===== config.mk =====
export PLATFORM = sky130hd
export DESIGN_NAME = push_pop_sequencer
export DESIGN_NICKNAME = d
export VERILOG_FILES = /design/src/rtl/push_pop_sequencer_pkg.sv /design/src/rtl/reg_list_scan.sv /design/src/rtl/push_pop_sequencer.sv
export SDC_FILE = /design/constraint.sdc
export NUM_CORES = 1
export LEC_CHECK = 0
export ABC_AREA = 1
export CORE_MARGIN = 2
export CORE_UTILIZATION = 45
export CTS_BUF_LIST = sky130_fd_sc_hd__clkbuf_16
export DETAILED_ROUTE_END_ITERATION = 6
export GPL_TIMING_DRIVEN = 0
export PLACE_DENSITY = 0.77
export SETUP_SLACK_MARGIN = 0.3
export SYNTH_ARGS = -nofsm -noshare
export SYNTH_HDL_FRONTEND = slang
export SYNTH_SLANG_ARGS = --single-unit

===== constraint.sdc =====
create_clock -name clk_i -period 9.8 [get_ports clk_i]
set_clock_uncertainty 0.1 [all_clocks]
set_input_delay 1.47 -clock clk_i [delete_from_list [all_inputs] [get_ports clk_i]]
set_output_delay 1.47 -clock clk_i [all_outputs]
set_load 0.01 [all_outputs]

===== src/rtl/push_pop_sequencer_pkg.sv =====
// Shared definitions for the PUSH/POP micro-op sequencer.
//   WORD, ADDR_WIDTH       : datapath word and register-address widths
//   SP/LR/PC_ADDR          : architectural register numbers used by list expansion
//   PUSH_OPCODE/POP_OPCODE : instr[15:9] patterns of 16-bit Thumb PUSH/POP
//   uop_kind_t             : micro-op kind presented to the register file and execute
//   seq_state_e            : sequencer FSM states
package push_pop_sequencer_pkg;

    localparam int unsigned WORD       = 32;
    localparam int unsigned ADDR_WIDTH = 4;

    localparam logic [ADDR_WIDTH-1:0] SP_ADDR = 4'd13;
    localparam logic [ADDR_WIDTH-1:0] LR_ADDR = 4'd14;
    localparam logic [ADDR_WIDTH-1:0] PC_ADDR = 4'd15;

    localparam logic [6:0] PUSH_OPCODE = 7'b1011010;
    localparam logic [6:0] POP_OPCODE  = 7'b1011110;

    typedef enum logic [1:0] {
        UopPass  = 2'd0,
        UopStore = 2'd1,
        UopLoad  = 2'd2,
        UopSpAdj = 2'd3
    } uop_kind_t;

    typedef enum logic {
        StIdle = 1'b0,
        StSeq  = 1'b1
    } seq_state_e;

endpackage


===== src/rtl/reg_list_scan.sv =====
// Combinational scan of an 8-bit low-register list.
//   mask_i    : remaining register list
//   found_o   : at least one bit set
//   idx_o     : index of the lowest set bit (0 when mask_i is empty)
//   cleared_o : mask_i with its lowest set bit cleared
//   count_o   : number of set bits
module reg_list_scan (
    input  logic [7:0] mask_i,
    output logic       found_o,
    output logic [2:0] idx_o,
    output logic [7:0] cleared_o,
    output logic [3:0] count_o
);

    always_comb begin
        idx_o   = 3'd0;
        count_o = 4'd0;
        // Walk downwards so the last hit is the lowest set bit.
        for (int i = 7; i >= 0; i--) begin
            if (mask_i[i]) begin
                idx_o = 3'(i);
            end
        end
        for (int i = 0; i < 8; i++) begin
            count_o = count_o + {3'b000, mask_i[i]};
        end
    end

    assign found_o   = |mask_i;
    assign cleared_o = mask_i & (mask_i - 8'd1);

endmodule


===== src/rtl/push_pop_sequencer.sv =====
// Decode-side sequencer expanding Thumb PUSH/POP register lists into single-register uops.
//   clk_i, rst_n_i          : clock, asynchronous active-low reset
//   instr_i/instr_valid_i   : instruction from fetch, with its address pc_i
//   instr_ready_o           : instruction accepted this cycle when valid is also high
//   stall_i                 : hold every output and all internal state
//   flush_i                 : discard current and pending uops
//   uop_*_o, pc_o           : registered uop stream (kind, register, SP offset, source instr, last)
module push_pop_sequencer
    import push_pop_sequencer_pkg::*;
#(
    parameter int unsigned INSTR_WIDTH  = 16,
    parameter int unsigned OFFSET_WIDTH = 8
) (
    input  logic                    clk_i,
    input  logic                    rst_n_i,
    input  logic [INSTR_WIDTH-1:0]  instr_i,
    input  logic                    instr_valid_i,
    input  logic [WORD-1:0]         pc_i,
    output logic                    instr_ready_o,
    input  logic                    stall_i,
    input  logic                    flush_i,
    output logic                    uop_valid_o,
    output logic [1:0]              uop_kind_o,
    output logic [ADDR_WIDTH-1:0]   uop_reg_o,
    output logic [OFFSET_WIDTH-1:0] uop_offset_o,
    output logic [INSTR_WIDTH-1:0]  uop_instr_o,
    output logic                    uop_last_o,
    output logic [WORD-1:0]         pc_o
);

    // FSM state: StSeq means uops remain to be issued after the one on the outputs.
    seq_state_e state_q, state_d;

    // Remaining-work context of the list being expanded.
    logic [7:0] mask_q, mask_d;    // low registers not yet issued
    logic       extra_q, extra_d;  // LR (PUSH) or PC (POP) still pending
    logic       adj_q, adj_d;      // SP adjust still pending
    logic       push_q, push_d;
    logic [3:0] k_q, k_d;          // index of the next memory uop
    logic [3:0] n_q, n_d;          // total registers transferred

    // Registered uop outputs.
    logic                    valid_q, valid_d;
    uop_kind_t               kind_q, kind_d;
    logic [ADDR_WIDTH-1:0]   reg_q, reg_d;
    logic [OFFSET_WIDTH-1:0] off_q, off_d;
    logic [INSTR_WIDTH-1:0]  instr_q, instr_d;
    logic                    last_q, last_d;
    logic [WORD-1:0]         pc_q, pc_d;

    // Decode of the incoming instruction.
    logic is_push, is_pop, is_list, accept;

    assign is_push = (instr_i[15:9] == PUSH_OPCODE);
    assign is_pop  = (instr_i[15:9] == POP_OPCODE);
    assign is_list = is_push || is_pop;

    assign instr_ready_o = rst_n_i && !stall_i && !flush_i &&
                           ((state_q == StIdle) || (valid_q && last_q));
    assign accept        = instr_valid_i && instr_ready_o;

    // Generator context: a freshly accepted list in StIdle, otherwise the stored remainder.
    logic       src_new;
    logic [7:0] src_mask;
    logic       src_extra, src_adj, src_push;
    logic [3:0] src_k, src_n;

    logic       scan_found;
    logic [2:0] scan_idx;
    logic [7:0] scan_cleared;
    logic [3:0] scan_count;

    assign src_new   = (state_q == StIdle);
    assign src_mask  = src_new ? instr_i[7:0] : mask_q;
    assign src_extra = src_new ? instr_i[8]   : extra_q;
    assign src_adj   = src_new ? 1'b1         : adj_q;
    assign src_push  = src_new ? is_push      : push_q;
    assign src_k     = src_new ? 4'd0         : k_q;
    assign src_n     = src_new ? (scan_count + {3'b000, instr_i[8]}) : n_q;

    reg_list_scan u_scan (
        .mask_i    (src_mask),
        .found_o   (scan_found),
        .idx_o     (scan_idx),
        .cleared_o (scan_cleared),
        .count_o   (scan_count)
    );

    // Byte offsets 4*n and 4*k in offset-width two's complement.
    logic [OFFSET_WIDTH-1:0] n4, k4;

    assign n4 = OFFSET_WIDTH'({src_n, 2'b00});
    assign k4 = OFFSET_WIDTH'({src_k, 2'b00});

    // Next uop of the list and the context left after issuing it.
    uop_kind_t               gen_kind;
    logic [ADDR_WIDTH-1:0]   gen_reg;
    logic [OFFSET_WIDTH-1:0] gen_off;
    logic                    gen_last;
    logic [7:0]              gen_mask;
    logic                    gen_extra, gen_adj;
    logic [3:0]              gen_k;

    always_comb begin
        gen_kind  = UopPass;
        gen_reg   = '0;
        gen_off   = '0;
        gen_last  = 1'b0;
        gen_mask  = src_mask;
        gen_extra = src_extra;
        gen_adj   = src_adj;
        gen_k     = src_k;
        if (scan_found) begin
            // Low registers first, ascending.
            gen_kind = src_push ? UopStore : UopLoad;
            gen_reg  = {1'b0, scan_idx};
            gen_off  = src_push ? (k4 - n4) : k4;
            gen_mask = scan_cleared;
            gen_k    = src_k + 4'd1;
        end else if (src_push && src_extra) begin
            // LR occupies the highest slot just below the old SP.
            gen_kind  = UopStore;
            gen_reg   = LR_ADDR;
            gen_off   = k4 - n4;
            gen_extra = 1'b0;
            gen_k     = src_k + 4'd1;
        end else if (src_adj) begin
            gen_kind = UopSpAdj;
            gen_off  = src_push ? (OFFSET_WIDTH'(0) - n4) : n4;
            gen_adj  = 1'b0;
            gen_last = src_push || !src_extra;
        end else begin
            // POP {..., pc}: SP already moved up, so PC sits one word below it.
            gen_kind  = UopLoad;
            gen_reg   = PC_ADDR;
            gen_off   = OFFSET_WIDTH'(-4);
            gen_extra = 1'b0;
            gen_last  = 1'b1;
        end
    end

    // FSM state register.
    always_ff @(posedge clk_i or negedge rst_n_i) begin
        if (!rst_n_i) begin
            state_q <= StIdle;
        end else begin
            state_q <= state_d;
        end
    end

    // FSM next state.
    always_comb begin
        state_d = state_q;
        if (flush_i) begin
            state_d = StIdle;
        end else if (!stall_i) begin
            unique case (state_q)
                StIdle: begin
                    if (accept && is_list && !gen_last) begin
                        state_d = StSeq;
                    end
                end
                StSeq: begin
                    if (gen_last) begin
                        state_d = StIdle;
                    end
                end
                default: state_d = StIdle;
            endcase
        end
    end

    // Uop outputs and list context.
    always_comb begin
        valid_d = valid_q;
        kind_d  = kind_q;
        reg_d   = reg_q;
        off_d   = off_q;
        instr_d = instr_q;
        last_d  = last_q;
        pc_d    = pc_q;
        mask_d  = mask_q;
        extra_d = extra_q;
        adj_d   = adj_q;
        push_d  = push_q;
        k_d     = k_q;
        n_d     = n_q;
        if (flush_i) begin
            valid_d = 1'b0;
            last_d  = 1'b0;
            mask_d  = '0;
            extra_d = 1'b0;
            adj_d   = 1'b0;
        end else if (!stall_i) begin
            if (state_q == StSeq) begin
                valid_d = 1'b1;
                kind_d  = gen_kind;
                reg_d   = gen_reg;
                off_d   = gen_off;
                last_d  = gen_last;
                mask_d  = gen_mask;
                extra_d = gen_extra;
                adj_d   = gen_adj;
                k_d     = gen_k;
            end else if (accept) begin
                valid_d = 1'b1;
                instr_d = instr_i;
                pc_d    = pc_i;
                if (is_list) begin
                    kind_d  = gen_kind;
                    reg_d   = gen_reg;
                    off_d   = gen_off;
                    last_d  = gen_last;
                    mask_d  = gen_mask;
                    extra_d = gen_extra;
                    adj_d   = gen_adj;
                    push_d  = is_push;
                    k_d     = gen_k;
                    n_d     = src_n;
                end else begin
                    kind_d = UopPass;
                    reg_d  = '0;
                    off_d  = '0;
                    last_d = 1'b1;
                end
            end else begin
                valid_d = 1'b0;
                last_d  = 1'b0;
            end
        end
    end

    always_ff @(posedge clk_i or negedge rst_n_i) begin
        if (!rst_n_i) begin
            valid_q <= 1'b0;
            kind_q  <= UopPass;
            reg_q   <= '0;
            off_q   <= '0;
            instr_q <= '0;
            last_q  <= 1'b0;
            pc_q    <= '0;
            mask_q  <= '0;
            extra_q <= 1'b0;
            adj_q   <= 1'b0;
            push_q  <= 1'b0;
            k_q     <= '0;
            n_q     <= '0;
        end else begin
            valid_q <= valid_d;
            kind_q  <= kind_d;
            reg_q   <= reg_d;
            off_q   <= off_d;
            instr_q <= instr_d;
            last_q  <= last_d;
            pc_q    <= pc_d;
            mask_q  <= mask_d;
            extra_q <= extra_d;
            adj_q   <= adj_d;
            push_q  <= push_d;
            k_q     <= k_d;
            n_q     <= n_d;
        end
    end

    assign uop_valid_o  = valid_q;
    assign uop_kind_o   = kind_q;
    assign uop_reg_o    = reg_q;
    assign uop_offset_o = off_q;
    assign uop_instr_o  = instr_q;
    assign uop_last_o   = last_q;
    assign pc_o         = pc_q;

endmodule

==> summary.md, run 1 <==
Entering global routing, the biggest net connects 57 pins. Dividing the detail-routed wire length by the instance count gives 13.68 µm. STA classifies the critical path startpoint as an input pin. TritonCTS built the clock tree.

By area the synthesized netlist is led by sky130_fd_sc_hd__dfrtp_1 (46%), sky130_fd_sc_hd__nand2_1 (23%), sky130_fd_sc_hd__inv_1 (5.1%). The endpoint type of the worst setup path is a flip-flop. VDD sags by at most 0.08613 mV. The count of input and output buffers works out to 115.

The worst hold path terminates at pc_o[10]$_DFFE_PN0P_. Dividing the detail-routed via count by the number of cells gives 4.869. For the worst setup path, the data required time is 9.93 ns. Setup repair after global routing left no endpoint under its margin. The run gives 4.03 ns as the register-to-register path setup slack.

Combinational family with the most area after synthesis: simple AND/OR/NAND/NOR gates. The die footprint is 10590 µm². The count of final max-slew check failures came out at 0. After clock tree synthesis, the repair step resized 0 gates.

The total via count in the routed design came out at 4085. Static timing analysis puts the maximum clock frequency at 154.1 MHz. The clock passes through at most 2 buffers.

The ratio of total power to cell area came out at 173.4 nW/µm². The tightest min-delay check is of the flip-flop to flip-flop type. From left edge to right edge, the die measures 102.9 µm. Clock-pin slew was measured on the worst setup and hold paths at 0.06 ns. After synthesis the netlist holds a flip-flop and latch count of 81. The die height is 102.9 µm.

Worst hold-check slack: 0.3734 ns. The pre-antenna-repair detailed-routing pass consisted of 5 iterations. The worst register-to-register path ends at uop_offset_o[5]$_DFFE_PN0P_.

The tools report the count of unique library cells instantiated by Yosys as 34. By startpoint and endpoint, the worst setup path is classified as input pin to flip-flop. Post-synthesis cell type with the largest combined area: sky130_fd_sc_hd__dfrtp_1. Number of core rows: 36. In this run the critical register-to-register path is launched from state_q$_DFFE_PN0P_. For the finished layout, the period the worst path requires is 6.491 ns. Portion of synthesized cell area occupied by the leading cell type: 0.4602. The most common cell in the synthesized netlist is sky130_fd_sc_hd__nand2_1.

The area fraction in and, or, nand and nor cells after synthesis was 0.3142. The tools report the netlist area before placement as 4404 µm². Buffers inserted during clock tree synthesis total 9. The worst hold path was traced through 2 stages. Along the worst path, the maximum fanout reaches 4. The dominant register cell in the synthesized netlist is sky130_fd_sc_hd__dfrtp_1. The analysis attributes to cell leakage a power of 3.151 nW.

The number of buffers inserted by post-CTS setup repair was 0; the number of max-cap violations was 0. Half-perimeter wire length of the detailed placement result: 8.748 mm. The run gives 0 as the DRC violation count after routing. The commonest cells after synthesis are sky130_fd_sc_hd__nand2_1 (269), sky130_fd_sc_hd__dfrtp_1 (81), sky130_fd_sc_hd__inv_1 (60). The run finished with clean final reports.

The post-synthesis share of cell area spent on xor and xnor gates is 0.003977, and the post-synthesis to final-layout area growth is 37.50%. Counting flops with a built-in enable in the synthesized netlist gives 0. The share of cells above drive strength 1 was 0.07507.

For the total routing usage reported by global routing, the log shows 0.2237. After clock tree synthesis, the flow added hold-fix buffers numbering 0. The multiplexer share of the synthesized area was 0; the slew at the pin closest to its max-slew limit was 0.5465 ns.

After synthesis, the mean cell area works out to 7.686 µm². The run gives 0.4602 as the share of synthesized area occupied by flip-flops and latches. The tools report the number of global-route vias before repair as 4007.

For the worst setup path, the data arrival time is 6.62 ns. Worst-case headroom to the max-slew limit: 0.6318. The worst hold path begins at pc_o[10]$_DFFE_PN0P_.

The standard cell core area is 9639 µm². The CTS root buffer is sky130_fd_sc_hd__clkbuf_16. For the number of inserted filler cells in the final layout, the log shows 835. The synthesized instance count is 573, and the total setup violations reported at the end of the flow is 0.

The fraction of the mapped netlist area in compound gates is 0.06648. Summed over all layers, the global routing overflow is 0. The async set-or-reset flop fraction in the synthesized netlist was 1.000; the number of ports placed on the die boundary was 118. The share of the clock period used by the worst path after layout is 0.6623, and the routability-driven placement congestion ratio is 0.8890. Wires add up to 11.48 mm. The initial antenna violation count is 0, and the number of warnings printed during yosys synthesis is 0.

The worst register-to-register path has a depth of 28. The tools report the clock latency at the later pin of the worst-skew pair as 0.34 ns. The tools report the number of routed nets with antenna violations as 0. The logs give 0 for the count of antenna diodes in the layout and 3 for the H-tree depth reported by CTS. The first routing iteration left 151 violations. The adder-cell share of the synthesized area works out to 0.06705.

For this design, the sink count on the clock tree is 81. The final-stage net count is 774, and the final setup TNS is 0 ns. The final hold violation count is 0. The wire length of the first global-routing pass is 18.30 mm, and the starting density of the core is 0.4569.
-- layer usage --
metal / part of all wire / track usage
met5: 0 / 0
met3: 0.070 / 0.05017
met2: 0.47 / 0.3816
met1: 0.43 / 0.2686
met4: 0.026 / 0.1053
-- registers in the layout, indices dropped and copies added, names as in the netlist --
name / cells
adj_q: 1
n_q: 4
state_q: 1
extra_q: 1
uop_last_o: 1
uop_reg_o: 4
uop_kind_o: 2
k_q: 4
pc_o: 32
mask_q: 8
push_q: 1
uop_instr_o: 16
uop_offset_o: 5
uop_valid_o: 1
-- placed cells by master (no fill, tap or decap), types with 2 or more instances in the layout --
| master | netlist | final |
|---|---|---|
| sky130_fd_sc_hd__xor2_1 | 2 | 2 |
| sky130_fd_sc_hd__inv_1 | 60 | 64 |
| sky130_fd_sc_hd__dfrtp_1 | 81 | 81 |
| sky130_fd_sc_hd__buf_6 | 5 | 5 |
| sky130_fd_sc_hd__fa_1 | 6 | 6 |
| sky130_fd_sc_hd__nand2_1 | 269 | 269 |
| sky130_fd_sc_hd__nor2_1 | 15 | 15 |
| sky130_fd_sc_hd__clkdlybuf4s50_1 | 0 | 114 |
| sky130_fd_sc_hd__o31ai_1 | 2 | 2 |
| sky130_fd_sc_hd__o21a_1 | 2 | 2 |
| sky130_fd_sc_hd__o21ai_1 | 6 | 6 |
| sky130_fd_sc_hd__buf_4 | 4 | 5 |
| sky130_fd_sc_hd__nand2_4 | 3 | 3 |
| sky130_fd_sc_hd__nor2_2 | 2 | 2 |
| sky130_fd_sc_hd__nand3_1 | 28 | 28 |
| sky130_fd_sc_hd__conb_1 | 1 | 2 |
| sky130_fd_sc_hd__nand2_2 | 5 | 5 |
| sky130_fd_sc_hd__nand4_1 | 5 | 5 |
| sky130_fd_sc_hd__clkbuf_16 | 0 | 9 |
| sky130_fd_sc_hd__o21ai_2 | 3 | 3 |
| sky130_fd_sc_hd__inv_2 | 5 | 5 |
| sky130_fd_sc_hd__clkbuf_1 | 6 | 6 |
| sky130_fd_sc_hd__buf_2 | 5 | 5 |
| sky130_fd_sc_hd__a21oi_1 | 3 | 3 |
| sky130_fd_sc_hd__o211ai_1 | 3 | 3 |
| sky130_fd_sc_hd__nor2_4 | 3 | 3 |
| sky130_fd_sc_hd__bufinv_16 | 0 | 2 |
| sky130_fd_sc_hd__o21ai_0 | 25 | 25 |
| sky130_fd_sc_hd__o22ai_1 | 3 | 3 |
| sky130_fd_sc_hd__ha_1 | 14 | 14 |
-- logic make-up after synthesis --
logic type,after synthesis
other,1
xor gates and xnor gates,2
and+or+nand+nor,333
DFF,81
adders and majority gates,20
AOI/OAI and AO/OA,50
buffers and inverters,86
-- stage by stage --
stage                     worst slack [ns]  cell area, µm²  utilization  std cells  total power, mW
after global routing                 2.897            6056       0.6282        839            1.111
final                                3.309            6056       0.6282        839            1.050
after CTS                            3.306            6056       0.6282        839            1.060
after global placement               2.609            5725       0.5940        822           0.6973
after floorplan                      3.867            4408            -        574           0.5594
after detailed placement             2.962            5751       0.5966        823           0.7110
-- worst max path at each step --
| stage | end | depth (start not counted) | slack [ns] | from |
|---|---|---|---|---|
| detailed placement | uop_offset_o[5]$_DFFE_PN0P_ | 25 | 2.96 | instr_i[1] |
| finish | uop_offset_o[5]$_DFFE_PN0P_ | 25 | 3.31 | instr_i[1] |
| floorplan | uop_offset_o[5]$_DFFE_PN0P_ | 24 | 3.87 | instr_i[1] |
| global route | uop_offset_o[5]$_DFFE_PN0P_ | 25 | 2.90 | instr_i[1] |
| global placement | instr_ready_o | 4 | 2.61 | rst_n_i |
| CTS | uop_offset_o[5]$_DFFE_PN0P_ | 25 | 3.31 | instr_i[1] |
-- layout make-up --
| cell class | instances | area, µm² | area share |
|---|---|---|---|
| Buffer | 20 | 133.9 | 0.02211 |
| Clock buffer | 9 | 225.2 | 0.03719 |
| Clock inverter | 7 | 80.08 | 0.01322 |
| Inverter | 66 | 250.2 | 0.04132 |
| Multi-Input combinational cell | 407 | 1997 | 0.3298 |
| Sequential cell | 81 | 2027 | 0.3347 |
| Tap cell | 133 | 166.4 | 0.02748 |
| Timing Repair Buffer | 116 | 1176 | 0.1942 |
-- critical path, stage by stage --
cell and delay, ns:
sky130_fd_sc_hd__clkdlybuf4s50_1 0.49, sky130_fd_sc_hd__o21a_1 0.19, sky130_fd_sc_hd__inv_1 0.11, sky130_fd_sc_hd__ha_1 0.32
sky130_fd_sc_hd__fa_1 0.49, sky130_fd_sc_hd__fa_1 0.54, sky130_fd_sc_hd__inv_1 0.05, sky130_fd_sc_hd__fa_1 0.52
sky130_fd_sc_hd__inv_1 0.04, sky130_fd_sc_hd__ha_1 0.21, sky130_fd_sc_hd__fa_1 0.48, sky130_fd_sc_hd__inv_1 0.04
sky130_fd_sc_hd__o21ai_0 0.44, sky130_fd_sc_hd__inv_1 0.17, sky130_fd_sc_hd__ha_1 0.32, sky130_fd_sc_hd__inv_1 0.05
sky130_fd_sc_hd__nor2_1 0.03, sky130_fd_sc_hd__nor2_1 0.13, sky130_fd_sc_hd__nand2_1 0.09, sky130_fd_sc_hd__nand3_1 0.11
sky130_fd_sc_hd__nand3_1 0.08, sky130_fd_sc_hd__nand3_1 0.08, sky130_fd_sc_hd__nand2_1 0.06, sky130_fd_sc_hd__nand2_1 0.05
sky130_fd_sc_hd__nand2_1 0.05
-- power breakdown --
part           switching [mW]  internal (mW)
clock                   0.126          0.219
sequential             0.0223          0.378
combinational           0.157          0.148
No activity file was read; power rests on OpenSTA's default activity.
==> run 2: changes to the inputs <==
CORE_UTILIZATION = 44   (was 45)
PLACE_DENSITY = 0.79   (was 0.77)
clock period = 5.55 ns   (was 9.8 ns; I/O delays follow)
==> run 2 against run 1 <==
Net effect:
- power rose by 77%
- sequential share of layout area down 0.75 points
- largest power group unchanged
- combinational power up 90%
- setup slack got worse by 2.7 ns
- final cell count increased by 1.2%
- first-iteration DRC count is 50% higher
- non-clock buffer count increased by 10
- largest cell class is now multi-input gates
- via count increased by 1.5%
==> summary.md, run 2 (synthesized netlist as in run 1, its figures left out) <==
The run finished with clean final reports. The switching power as a share of total power came out at 0.3176. Most used cell along the critical path: sky130_fd_sc_hd__nand2_1. The logs give 0.381 for the part of the power in registers and 0 ns for the final setup TNS. The run gives 5.09 ns as the data arrival time of the critical path. The required time of the critical path is 5.68 ns, and the reported net switching power is 0.5890 mW. Hold is met by 0.3764 ns. At the pin with the least slew margin, the transition time is 0.5458 ns. Most common cell after layout, fill and taps aside: sky130_fd_sc_hd__nand2_1.

In this run the static leakage power is 3.200 nW. The flip-flop count of the largest register, all copies and words added came out at 32. The number of optimization iterations in the first detailed-route pass was 5; the final routed wirelength across all metal layers was 11.73 mm. The largest single stage delay on the critical path is 0.49 ns. Count of antenna diodes in the layout: 0.

The tools report the total setup violations reported at the end of the flow as 0. Setup repair after global routing left no endpoint under its margin. For this design the top-level I/O count stands at 118. IR analysis of the VDD net gives a maximum drop of 0.1644 mV. The chip width is 104.0 µm. Clock-pin slew was measured on the worst setup and hold paths at 0.07 ns.

The total routing usage reported by global routing is 0.2220, and the standard cell core area is 9729 µm². The number of global-route vias before repair is 4097. For this design the ratio of total power to cell area is 299.3 nW/µm².

Internal power comes to 1.265 mW. In this run the vertical extent of the chip is 104.0 µm. The top cell types in the final layout, fill and taps aside, are sky130_fd_sc_hd__nand2_1 (269), sky130_fd_sc_hd__clkdlybuf4s50_1 (112), sky130_fd_sc_hd__dfrtp_1 (81). The CTS root buffer was sky130_fd_sc_hd__clkbuf_16. The tools report the cell count after placement as 823. The wire length of the first global-routing pass is 19.63 mm, and the number of max-cap violations is 0. TritonCTS built the clock tree. Half-perimeter wire length of the detailed placement result: 8.865 mm. The tools report the maximum clock frequency as 201.4 MHz.

The clock net in this run drives a total of 81 sinks. The run gives 0.307 as the part of the total power dissipated in the clock network. At the later pin of the worst-skew pair, clock insertion delay measures 0.33 ns. The count of final max-slew check failures came out at 0.

The buffer levels on the longest clock path was 2; the share of the clock period used by the worst path after layout was 0.8947. The clock buffer count from CTS is 9. The die footprint was 10830 µm²; the final hold violation count was 0. DRC violation count after routing: 0. The logs give 0 for the cts-stage hold buffer count and 0 for the initial antenna violation count. The final critical path time including I/O delays and setup was 4.965 ns; the combinational share of power was 0.313. The detail route stage leaves a number of antenna-violating nets equal to 0. The final non-filler cell total was 849. In this run the worst hold path is classified as input pin to async pin. Relative to the synthesized area, the layout overhead comes to 40.65%. The worst setup path is of the flip-flop to flip-flop kind. The tools report the launching element type of the critical path as a flip-flop. The floorplan has 36 rows.

The global-route congestion overflow total is 0. STA classifies the critical path endpoint as a flip-flop. During placement, the flow inserted port buffers numbering 115.

The routed wire length per instance is 13.82 µm. Library cell contributing the largest single delay on the critical path: sky130_fd_sc_hd__fa_1. Summing over every cut layer, the via total after detailed routing is 4146. The detailed router finished its first iteration with 226 violations. After the last flow step, the layout net total stands at 784. CTS built an H-tree with a depth of 3. In the routed layout, each cell is associated on average with a via count of 4.883. Along the worst path, the maximum fanout reaches 10. The tools report the worst-case headroom to the max-slew limit as 0.6361.

The share of cells above drive strength 1 is 0.1089, and the routability-driven placement congestion ratio is 0.9262. The starting density of the core was 0.4527; the largest net degree at the start of global routing was 44.
[run 2: cell types whose count changed in the layout (fill, tap and decap cells not counted), sizes merged]
| cell | delta |
|---|---|
| clkinv | +1 |
| dlymetal6s2s | +2 |
| clkdlybuf4s50 | -2 |
| inv | +1 |
| bufinv | -2 |
| buf | +10 |
[run 2: layer usage]
layer	up-vias	routed length (µm)	part of all wire	global-route usage
li1	2043	-	-	-
met1	1943	5192	0.44	0.2877
met2	142	5742	0.49	0.3698
met3	18	584	0.050	0.04449
met4	0	212	0.018	0.08012
met5	-	0	0	0
[run 2: power by group through the flow]
stage	logic [mW]	registers, mW	clock network, mW
6_report	0.580	0.706	0.568
5_1_grt	0.642	0.714	0.606
4_1_cts	0.565	0.706	0.581
3_5_place_dp	0.536	0.716	0
3_3_place_gp	0.517	0.713	0
2_1_floorplan	0.239	0.750	0
[run 2: worst paths after layout]
path | startpoint | to | slack (ns) | cells past startpoint
worst max-delay path | state_q$_DFFE_PN0P_ | uop_offset_o[6]$_DFFE_PN0P_ | 0.58 | 26
min in group clk_i | uop_instr_o[3]$_DFFE_PN0P_ | uop_instr_o[3]$_DFFE_PN0P_ | 0.38 | 2
worst max register to register | state_q$_DFFE_PN0P_ | uop_offset_o[6]$_DFFE_PN0P_ | 0.58 | 26
worst min-delay path | rst_n_i | pc_o[30]$_DFFE_PN0P_ | 0.38 | 1
max in group asynchronous | rst_n_i | adj_q$_DFFE_PN0P_ | 4.37 | 2
worst min register to register | uop_instr_o[3]$_DFFE_PN0P_ | uop_instr_o[3]$_DFFE_PN0P_ | 0.38 | 2
[run 2: timing repair]
action | in CTS | in global routing
endpoints found under the setup margin | 4 | 4
gates resized for setup | 9 | 11
setup buffers | 3 | 7
pin swaps | 5 | 11
[run 2: cell type report]
type                            instances  area (µm²)
Tap cell                              133       166.4
Inverter                               66       250.2
Clock inverter                          7       60.06
Buffer                                 20       155.1
Multi-Input combinational cell        407        2062
Fill cell                             788        3535
Sequential cell                        81        2027
Clock buffer                            9       225.2
Timing Repair Buffer                  126        1249
[run 2: worst max-delay path, delay by kind of cell (launching register included)]
family / cells / cell delay (ns)
adder cells (fa/ha/maj): 7 / 2.76
buffers and inverters: 9 / 0.88
AND/OR/NAND/NOR: 8 / 0.53
flip-flops: 1 / 0.37
AO/OA/AOI/OAI: 2 / 0.22
[run 2: per-stage QoR]
| step | total power [mW] | util | setup WS, ns | instance area, µm² |
|---|---|---|---|---|
| floorplan | 0.9886 | - | 0.3895 | 4408 |
| global placement | 1.230 | 0.5885 | -0.4212 | 5725 |
| detailed placement | 1.252 | 0.5903 | -0.4581 | 5743 |
| CTS | 1.851 | 0.6263 | 0.3095 | 6093 |
| global route | 1.962 | 0.6367 | 0.3207 | 6195 |
| finish | 1.854 | 0.6367 | 0.5846 | 6195 |
